## src/rtl/regfile_bubble_sorter.sv

```systemverilog
// In-place bubble sorter driving the read and write ports of a register file.
// One adjacent pair is compared per step; a clean pass ends the sort early.
module regfile_bubble_sorter #(
    parameter int DEPTH  = 16,
    parameter int DATA_W = 8,
    parameter int ADDR_W = 4,
    parameter int ASCEND = 1,
    parameter int CNT_W  = 8
) (
    input  logic              Clk,
    input  logic              Rst,
    input  logic              Start,
    output logic              Busy,
    output logic              Done,
    output logic [CNT_W-1:0]  Swap_Count,
    output logic [ADDR_W-1:0] R_Addr,
    output logic              R_en,
    input  logic [DATA_W-1:0] R_Data,
    output logic [ADDR_W-1:0] W_Addr,
    output logic              W_en,
    output logic [DATA_W-1:0] W_Data
);

    typedef enum logic [2:0] {
        IDLE, RD_A, RD_B, CMP, WR_A, WR_B, NEXT, DONE
    } state_t;

    localparam logic [ADDR_W-1:0] LAST_PASS = ADDR_W'(DEPTH - 2);

    state_t            r_state;
    state_t            w_nextState;
    logic [DATA_W-1:0] r_a;
    logic [DATA_W-1:0] r_b;
    logic [ADDR_W-1:0] r_i;
    logic [ADDR_W-1:0] r_pass;
    logic              r_swapped;
    logic [CNT_W-1:0]  r_swapCnt;

    logic [ADDR_W-1:0] w_lastI;
    logic              w_atLast;
    logic              w_finish;
    logic              w_swap;

    // The inner loop shrinks by one each pass: the tail is already in place.
    assign w_lastI  = LAST_PASS - r_pass;
    assign w_atLast = (r_i == w_lastI);
    assign w_finish = w_atLast && (!r_swapped || (r_pass == LAST_PASS));
    assign w_swap   = (ASCEND != 0) ? (r_a > r_b) : (r_a < r_b);

    always_ff @(posedge Clk or negedge Rst) begin
        if (!Rst) begin
            r_state <= IDLE;
        end else begin
            r_state <= w_nextState;
        end
    end

    always_comb begin
        w_nextState = r_state;
        case (r_state)
            IDLE:    if (Start) w_nextState = RD_A;
            RD_A:    w_nextState = RD_B;
            RD_B:    w_nextState = CMP;
            CMP:     w_nextState = w_swap ? WR_A : NEXT;
            WR_A:    w_nextState = WR_B;
            WR_B:    w_nextState = NEXT;
            NEXT:    w_nextState = w_finish ? DONE : RD_A;
            DONE:    w_nextState = IDLE;
            default: w_nextState = IDLE;
        endcase
    end

    always_ff @(posedge Clk or negedge Rst) begin
        if (!Rst) begin
            r_a       <= '0;
            r_b       <= '0;
            r_i       <= '0;
            r_pass    <= '0;
            r_swapped <= 1'b0;
            r_swapCnt <= '0;
        end else begin
            case (r_state)
                IDLE: begin
                    if (Start) begin
                        r_i       <= '0;
                        r_pass    <= '0;
                        r_swapped <= 1'b0;
                        r_swapCnt <= '0;
                    end
                end
                RD_A: r_a <= R_Data;
                RD_B: r_b <= R_Data;
                WR_B: begin
                    r_swapped <= 1'b1;
                    if (r_swapCnt != '1) r_swapCnt <= r_swapCnt + CNT_W'(1);
                end
                NEXT: begin
                    if (!w_atLast) begin
                        r_i <= r_i + ADDR_W'(1);
                    end else if (!w_finish) begin
                        r_pass    <= r_pass + ADDR_W'(1);
                        r_i       <= '0;
                        r_swapped <= 1'b0;
                    end
                end
                default: ;
            endcase
        end
    end

    // Port decode depends only on the registered state and datapath registers.
    always_comb begin
        R_en   = 1'b0;
        R_Addr = '0;
        W_en   = 1'b0;
        W_Addr = '0;
        W_Data = '0;
        case (r_state)
            RD_A: begin R_en = 1'b1; R_Addr = r_i; end
            RD_B: begin R_en = 1'b1; R_Addr = r_i + ADDR_W'(1); end
            WR_A: begin W_en = 1'b1; W_Addr = r_i; W_Data = r_b; end
            WR_B: begin W_en = 1'b1; W_Addr = r_i + ADDR_W'(1); W_Data = r_a; end
            default: ;
        endcase
    end

    assign Busy       = (r_state != IDLE);
    assign Done       = (r_state == DONE);
    assign Swap_Count = r_swapCnt;

endmodule

```

## config.mk

```make
export PLATFORM = sky130hd
export DESIGN_NAME = regfile_bubble_sorter
export DESIGN_NICKNAME = d
export VERILOG_FILES = /design/src/rtl/regfile_bubble_sorter.sv
export SDC_FILE = /design/constraint.sdc
export NUM_CORES = 1
export LEC_CHECK = 0
export ABC_AREA = 0
export CORE_MARGIN = 3
export CORE_UTILIZATION = 47
export CTS_BUF_LIST = sky130_fd_sc_hd__clkbuf_4 sky130_fd_sc_hd__clkbuf_8 sky130_fd_sc_hd__clkbuf_16
export DETAILED_ROUTE_END_ITERATION = 12
export GPL_ROUTABILITY_DRIVEN = 0
export GPL_TIMING_DRIVEN = 0
export HOLD_SLACK_MARGIN = 0.12
export PLACE_DENSITY = 0.72
export SLEW_MARGIN = 30
export SYNTH_ARGS = -nofsm -noshare
export SYNTH_HDL_FRONTEND = slang
export SYNTH_SLANG_ARGS = --single-unit
```

## constraint.sdc

```tcl
create_clock -name Clk -period 2.3 [get_ports Clk]
set_clock_uncertainty 0.1 [all_clocks]
set_input_delay 0.46 -clock Clk [delete_from_list [all_inputs] [get_ports Clk]]
set_output_delay 0.46 -clock Clk [all_outputs]
set_load 0.01 [all_outputs]
```

==> results.tsv <==
metric	value	unit
input/output buffers	38	
die height	75.3	um
Final setup viols	1	
worst r2r src	r_pass[0]$_DFFE_PN0P_	
min-delay src	r_b[0]$_DFFE_PN0P_	
relative slew slack	0.714	
Hold Path Stages	2	
Starting Density	0.502	
Async S/R FF share, synth	1.00	
RR Endpoint	r_i[2]$_DFFE_PN0P_	
Post-synth EDFFs	0	
clock sink count	36	
sequential element share of the synthesized area	0.399	
Max VDD drop	0.704	mV
Logic pwr share	0.574	
die width	75.3	um
Core Area	4500	um^2
Clock Power Share	0.140	
Root Buffer	clkbuf_8	
area delta synth->final	31.2	%
final setup margin	-0.0105	ns
CTS tree	done	
DR WL/cell	15.0	um
most frequent cells in the layout	dfrtp_1, nand2_1, nor2_1	
most common cell after layout, fill and taps aside	dfrtp_1	
# DRC	0	
average cell area after synthesis	9.11	um^2
R2R Setup Slk	0.22	ns
violated checks	negative setup slack	
status	finished with violations	
first-pass GRT wire length	8780	um
Clock Latency Late Sink	0.28	ns
Max Cap Viol	0	
Clock Path Buffers	2	
Critical Path Slowest Stage Cell	or3_4	
Ant. Diodes	0	
largest net degree at the start of global routing	23	
top cells by area, synth	dfrtp_1, ha_1, nand2_1	
synth unique cells	44	
M1 wire length	2470	um
critical path's largest stage delay	0.42	ns
Internal	2.29	mW
Psw	1.66	mW
# placed instances	339	
via/cell ratio	5.50	
drt pass-1 iters	4	
Crit Path Category	flip-flop to primary output	
WP data required	1.74	ns
share of the synthesized area in the top cell type	0.399	
antenna violations before repair	0	
Mapped Cells	248	
f_max	0.433	GHz
gr ovfl total	0	
Worst Setup End Kind	primary output	
start point of the critical path	r_state[2]$_DFFE_PN0P_	
switching power share of the total	0.420	
Via Count	1965	
post-route insts no fill	357	
HP Class	flip-flop to flip-flop	
CP bufs+invs	2	
Hold Slack	0.425	ns
RSZ-0062 raised after global routing	true	
Pwr Total	3.95	mW
Ys Warns	0	
Tightest Pin Transition	0.425	ns
Detail Route Antenna Nets	0	
cts bufs inserted	5	
syn_nets	272	
min Tclk post-route	2.31	ns
Synth Flop Type	dfrtp_1	
wire length on met2	2630	um
CTS clk-pin slew, worst paths	0.08	ns
end of the critical path	R_Addr[3]	
Post-DP HPWL	3730	um
mapped cell area	2260	um^2
CP startpoint kind	flip-flop	
pre-CTS setup slack	-0.386	ns
gr usage total	0.200	
H-tree depth	2	
crit-path max FO	6	
vias in the first global route	1867	
full die area	5680	um^2
Net count, final	328	
Worst R2R Path Depth	8	
Slew Viols, Final	0	
CP delay by family, top	simple AND/OR/NAND/NOR gates	
pwr/cell area	1330	nW/um^2
drt initial violations	120	
share of power burned in registers	0.286	
Critical Path Stages	5	
#FFs+latches synth	36	
Hold Vio Cnt, Final	0	
leak pwr	1.38	nW
proportion of layout cells with a drive suffix above 1	0.180	
top routing layer in use	met4	
# rows	24	
Yosys top cell by area	dfrtp_1	
Finished Core Util	0.658	
metal3 WL	167	um
Period Utilization, post-route	1.00	
crit-path cells	buf_6 > or3_4 > or3_1 > o21ai_1 > buf_2	
final wirelength	5340	um
Ports	39	
critical path arrival	1.75	ns
worst register-to-register path, stage by stage, from the launching register on:
cell and delay (ns):
dfrtp_2 0.41, inv_1 0.08, ha_1 0.33, xnor2_1 0.19, nand3_2 0.15, or2_1 0.24, buf_6 0.14, a32oi_1 0.20
o21ai_1 0.12
final cells by class:
cell class | instances | area (um^2)
plain buffers | 11 | 105
clock buffers | 5 | 68.8
clock inverters | 3 | 42.5
fillers | 391 | 1540
inverters | 21 | 81.3
multi-input cells | 180 | 1240
flip-flops and latches | 36 | 905
well taps | 52 | 65.1
repair buffers | 49 | 455
metrics by stage:
stage	cell area, um^2	setup TNS (ns)
2_1_floorplan	2260	0
3_3_place_gp	2710	-8.23
3_5_place_dp	2730	-2.69
4_1_cts	2930	-0.0375
5_1_grt	2970	-0.0429
6_report	2970	-0.0105
synth_stat cells, drive strengths merged, types with 5 or more instances:
library cell and n:
nand4 6, or3 5, o21ai 19, nand3 10
nor3 7, inv 21, xnor2 10, ha 13
a21oi 10, mux2i 10, buf 7, nand2 28
mux2 7, nor2 28, dfrtp 36
routing by layer:
metal | up-vias | global-route usage
met2 | 37 | 0.324
met3 | 6 | 0.0330
li1 | 970 | -
met1 | 952 | 0.279
met5 | - | 0
met4 | 0 | 0.0544
worst min-delay path by stage:
stage,to,slack [ns]
global route,r_b[0]$_DFFE_PN0P_,0.47
CTS,r_b[0]$_DFFE_PN0P_,0.43
floorplan,Swap_Count[0]$_DFFE_PN0P_,0.06
global placement,r_b[0]$_DFFE_PN0P_,0.40
finish,r_b[0]$_DFFE_PN0P_,0.43
detailed placement,r_b[7]$_DFFE_PN0P_,0.30
sequential cells by signal (all words and copies together), names as in the netlist:
name and flops:
Swap_Count 8, r_swapped 1, r_i 4, r_state 3
r_a 8, r_pass 4, r_b 8
timing repair:
item,4_1_cts,5_1_grt
pin swaps,3,3
gates cloned,0,0
endpoints found under the setup margin,19,7
resized for setup,45,6
buffers inserted,6,3
hold endpoints to repair,14,0
hold buffers,1,0
power groups by stage:
| stage | Combinational [mW] | Clock [mW] | Sequential, mW |
|---|---|---|---|
| global route | 2.52 | 0.591 | 1.17 |
| CTS | 2.21 | 0.564 | 1.13 |
| finish | 2.27 | 0.554 | 1.13 |
| detailed placement | 2.07 | 0 | 1.15 |
| global placement | 2.02 | 0 | 1.13 |
| floorplan | 1.34 | 0 | 1.11 |
cells by family (layout without fill, tap and decap cells):
| group | Yosys count | after routing | synth area share |
|---|---|---|---|
| compound gates | 47 | 47 | 0.134 |
| xor+xnor | 12 | 12 | 0.0532 |
| fa+ha+maj | 13 | 13 | 0.0720 |
| buf+inv | 32 | 89 | 0.0681 |
| flops | 36 | 36 | 0.399 |
| mux | 17 | 17 | 0.0792 |
| simple gates | 91 | 91 | 0.195 |
Power figures use the tool's default switching activity.
==> RTL edit 1: new RTL, same flow settings <==
Reset style: synchronous (`Rst`), changed in 2 clocked blocks.
--- a/src/rtl/regfile_bubble_sorter.sv
+++ b/src/rtl/regfile_bubble_sorter.sv
@@ -49,3 +49,3 @@
 
-    always_ff @(posedge Clk or negedge Rst) begin
+    always_ff @(posedge Clk) begin
         if (!Rst) begin
@@ -72,3 +72,3 @@
 
-    always_ff @(posedge Clk or negedge Rst) begin
+    always_ff @(posedge Clk) begin
         if (!Rst) begin
Check against the original RTL: differs if Rst is asserted again (counterexample within 4 cycles, from zero or initial values and one cycle with Rst low); with Rst held inactive, the same outputs for 10 cycles.
==> RTL edit 1 against the original RTL <==
  * Sequential cell count stayed put
  * Final cell count rose by 5.3%
  * Global-route usage up 0.61 points
  * Setup slack improved by 62 ps
  * Core utilization shrank 0.94 points
  * Area after synthesis decreased by 2.0%
  * Count of clock-buffer cells in the layout increased by 2
  * Cell area fell by 2.7%
  * Largest cell class unchanged
  * Critical endpoint is now R_Addr[1]
  * Routed wire length is 2.5% higher
Power is not compared: it rests on default switching activity, and its combinational part moved more than twofold at a synthesized area within 25%.
==> RTL edit 1: results (changes against the original RTL) <==
outcome finished clean; number of global-route vias before repair 1932 (+3.5%); Fmax 445 MHz (+2.8%); Post-Layout Cell Count 376 (+5.3%); Layout Nets 347 (+5.8%); Most used DFF post-synth dfxtp_1; Area after DPL 2660 um2 (-2.7%); CP Max Fanout 10 (+4); synth warn 0 (unchanged); GRT Total Usage 20.6% (+0.61 points); Placed Instances 366 (+8.0%); number of vias per cell 5.44 (-1.1%); syn_area_per_cell 8.02 um2 (-12%); Reg2Reg Launch Point r_pass[0]$_SDFFE_PN0P_; min-delay src r_b[1]$_SDFFE_PN0P_; routed wire length 5.47 mm (+2.5%); Iter 0 DRT Violations 103 (-14%); met2 Track Usage GR 31.6% (-0.80 points); total negative slack 0 ps (+10.5 ps); largest net degree at the start of global routing 12 (-48%); r2r worst-path depth 6 (-2); XOR/XNOR Fraction of Synth Area 6.27% (+0.96 points); first-pass GRT wire length 8.85 mm (+0.71%); Num CTS Buffers 5 (unchanged); met3 Use GR 5.74% (+2.4 points); synth top area cells dfxtp_1 33%, nand2_1 8.8%, ha_1 7.3%; hold path endpoint r_b[1]$_SDFFE_PN0P_; worst flop-to-flop path endpoint r_pass[3]$_SDFFE_PN0P_; Adder-Cell Fraction of Synth Area 7.34% (+0.15 points); Netlist cell types 49 (+11%); hpwl dp 3.76 mm (+0.77%); Synth Area in Compound Gates 13.3% (-0.066 points); met1 usage 27.8% (-0.10 points); CP arrival 1690 ps (-60 ps); layout cells sized above 1 14.5% (-3.5 points); initial antenna violation count 0 (unchanged); Max-slew headroom 63.8% (-7.7 points); r2r setup slk 240 ps (+20 ps); Seq/Total Area, Yosys 32.5% (-7.3 points); Post-Syn Nets 300 (+10%); top cells by count, synth 52 x nand2_1, 36 x dfxtp_1, 25 x nor2_1; ys async rst share 0% (-100 points); mux contribution to synthesized area 5.88% (-2.0 points)
## RTL edit 1: through the flow
step	worst slack, ps	util (%)
global placement	-371	59.9
finish	52.0	64.9
floorplan	334	-
detailed placement	-377	59.9
global route	-9.68	64.9
CTS	6.95	64.7
## RTL edit 1: final cells by class
class / count / area [um2]
fill: 396 / 1560
buffer: 13 / 119
multi-input combinational: 213 / 1420
tap: 52 / 65.1
clock buffer: 7 / 96.3
timing repair buffer: 41 / 379
inverter: 13 / 51.3
clock inverter: 1 / 30.0
sequential: 36 / 726
## RTL edit 1: repair_timing
action,4_1_cts,5_1_grt
pin swaps,1,1
resized for setup,48,8
setup buffers,3,0
endpoints found under the hold margin,0,0
endpoints found under the setup margin,18,8
## RTL edit 1: logic make-up (layout without fill, tap and decap cells)
| logic type | after synthesis | after routing |
|---|---|---|
| flops | 36 | 36 |
| xor+xnor | 15 | 15 |
| buf+inv | 27 | 75 |
| simple gates | 126 | 126 |
| fa+ha+maj | 13 | 13 |
| compound gates | 46 | 46 |
| mux | 13 | 13 |
## RTL edit 1: how the worst max path moves through the flow
stage,start,endpoint,cells after the start
2_1_floorplan,r_pass[0]$_SDFFE_PN0P_,r_pass[3]$_SDFFE_PN0P_,7
3_3_place_gp,r_state[1]$_SDFFE_PN0P_,R_Addr[3],7
3_5_place_dp,r_state[1]$_SDFFE_PN0P_,R_Addr[3],7
4_1_cts,r_state[1]$_SDFFE_PN0P_,W_en,6
5_1_grt,r_state[1]$_SDFFE_PN0P_,R_Addr[1],6
6_report,r_state[1]$_SDFFE_PN0P_,R_Addr[1],6
## RTL edit 1: worst max-delay path, cell delays in order, from the launching register on
cell and delay (ps):
dfxtp_1 360, buf_6 160, inv_4 70, nor3_4 240, buf_4 150, a22o_1 140
dlygate4sd2_1 270
## RTL edit 1: routing by layer
| metal | vias to the layer above | part of all wire, % |
|---|---|---|
| met2 | 49 | 47 |
| met1 | 949 | 47 |
| met3 | 8 | 4.8 |
| li1 | 1040 | - |
| met5 | - | 0 |
| met4 | 0 | 1.2 |
## RTL edit 1: power breakdown
| group | internal [mW] | switching, mW | leakage (nW) |
|---|---|---|---|
| Combinational | 0.170 | 0.210 | 0.826 |
| Sequential | 0.653 | 0.0262 | 0.294 |
| Clock | 0.383 | 0.239 | 0.0645 |
==> RTL edit 2: new RTL, same settings <==
Made on the original files. Set the parameter `ADDR_W` to 2 (it was 4).
--- a/src/rtl/regfile_bubble_sorter.sv
+++ b/src/rtl/regfile_bubble_sorter.sv
@@ -5,3 +5,3 @@
     parameter int DATA_W = 8,
-    parameter int ADDR_W = 4,
+    parameter int ADDR_W = 2,
     parameter int ASCEND = 1,
Ports: changed (resized R_Addr and W_Addr); port bits go from 39 to 35. No check against the original RTL was run, so the function may have changed too.
==> RTL edit 2 against the original RTL <==
  * Routed wire length shrank 20%
  * Setup slack gained 25 ps
  * Power shrank 13%
  * Area after synthesis shrank 15%
  * Sequential cell count shrank 4
  * Sequential power shrank 11%
  * Cell area shrank 14%
  * Core utilization grew 1.1 points
  * Via count shrank 16%
==> RTL edit 2: results (changes against the original RTL) <==
r2r setup slk 260 ps (+40 ps); outcome finished clean; Post-Syn Nets 228 (-16%); largest net degree at the start of global routing 22 (-4.3%); I/O Buffers 34 (-11%); Reg2Reg Launch Point r_pass[0]$_DFFE_PN0P_; CP Max Fanout 10 (+4); hold path cells 1 (-1); WL/cell 13.9 um (-7.3%); hpwl dp 3.03 mm (-19%); Max clock buf depth 2 (unchanged); Fill cells 331 (-15%); CTS root buf clkbuf_8; first-pass GRT wire length 7.55 mm (-14%); top cells by count, synth 32 x dfrtp_1, 21 x o21ai_0, 20 x nand2_1, 20 x nor2_1, 17 x inv_1; Least-Margin Pin Slew 396 ps (-29.0 ps); grt ovf 0 (unchanged); hold crit path type reg2reg; GRT Total Usage 19.1% (-0.97 points); initial antenna violation count 0 (unchanged); synth top area cells dfrtp_1 42%, ha_1 6.5%, o21ai_0 5.5%; Antenna Cells 0 (unchanged); clock-pin slew on the worst setup and hold paths 60 ps (-20 ps); min-delay src r_a[7]$_DFFE_PN0P_; Num CTS Buffers 5 (unchanged); synth warn 0 (unchanged); worst flop-to-flop path endpoint r_state[1]$_DFFE_PN0P_; hold path endpoint r_a[7]$_DFFE_PN0P_; Netlist cell types 38 (-14%); ys async rst share 100% (unchanged); via count of the routed design 1659 (-16%); Seq/Total Area, Yosys 41.7% (+1.9 points); maximum vdd drop 0.839 mV (+19%); static leakage 1.20 nW (-13%); Layout Nets 280 (-15%); H-tree depth 2 (unchanged); CP arrival 1730 ps (-20 ps); layout cells sized above 1 17.8% (-0.27 points); Iter 0 DRT Violations 107 (-11%); number of global-route vias before repair 1653 (-11%); r2r worst-path depth 7 (-1); Skew-Pair Late Insertion Delay 280 ps (about the same); dpl ws -302 ps (+84.0 ps); drt pass-1 iters 4 (unchanged)
[RTL edit 2: changes by cell type after synthesis, sizes merged, moves of 5 or more]
cell and change:
nand2 -8, xnor2 -6, o211ai +5, nor2 -6
[RTL edit 2: critical path: stages (launching register included)]
cell and delay (ps):
dfrtp_1 370, buf_4 180, nor3_1 300, inv_1 100
clkdlybuf4s50_1 490
[RTL edit 2: worst max-delay path by stage]
stage                                start                     end  slack [ps]  cells past startpoint
floorplan            r_pass[0]$_DFFE_PN0P_  r_state[1]$_DFFE_PN0P_         400                      7
global placement    r_state[0]$_DFFE_PN0P_               R_Addr[1]        -290                      6
detailed placement  r_state[0]$_DFFE_PN0P_               R_Addr[1]        -300                      6
CTS                 r_state[2]$_DFFE_PN0P_               R_Addr[1]           2                      7
global route        r_state[2]$_DFFE_PN0P_                    Busy         -60                      4
finish              r_state[2]$_DFFE_PN0P_                    Busy          10                      4
[RTL edit 2: through the flow]
stage,area [um2],setup TNS [ps],hold WS (ps),util [%],cells
floorplan,1920,0,64.4,-,207
global placement,2320,-677,428,61.1,289
detailed placement,2340,-727,276,61.7,290
CTS,2530,0,446,66.7,306
global route,2540,-61.9,474,67.0,307
finish,2540,0,444,67.0,307
[RTL edit 2: area by class of cell]
type	instances	area, um2	area share (%)
buffer	8	70.1	2.75
clock buffer	6	76.3	3.00
clock inverter	1	5.00	0.197
inverter	17	67.6	2.66
multi-input combinational	149	1030	40.4
sequential	32	802	31.5
tap	48	60.1	2.36
timing repair buffer	46	435	17.1
[RTL edit 2: cell families after synthesis]
logic type,count (synthesis),share of synthesized area [%]
XOR/XNOR,8,3.65
AND/OR/NAND/NOR,67,16.8
buffers and inverters,26,5.80
AO/OA/AOI/OAI,46,15.6
flip-flops,32,41.7
adder cells (fa/ha/maj),10,6.52
multiplexers,18,9.91
[RTL edit 2: routing by layer]
layer | track usage (%) | routed length, um
met3 | 3.88 | 215
met5 | 0 | 0
met1 | 27.2 | 2120
met4 | 7.02 | 71
met2 | 28.4 | 1850
[RTL edit 2: timing repair]
action / CTS / global route
setup endpoints to repair: 14 / 4
resized for setup: 28 / 8
hold buffers: 1 / 0
gates cloned: 0 / 0
buffers inserted: 9 / 1
pin swaps: 2 / 1
endpoints found under the hold margin: 11 / 0
[RTL edit 2: power breakdown]
group	total [mW]	internal, mW	switching [mW]
clock network	0.414	0.217	0.197
registers	1.01	0.798	0.215
logic	2.01	1.00	1.01
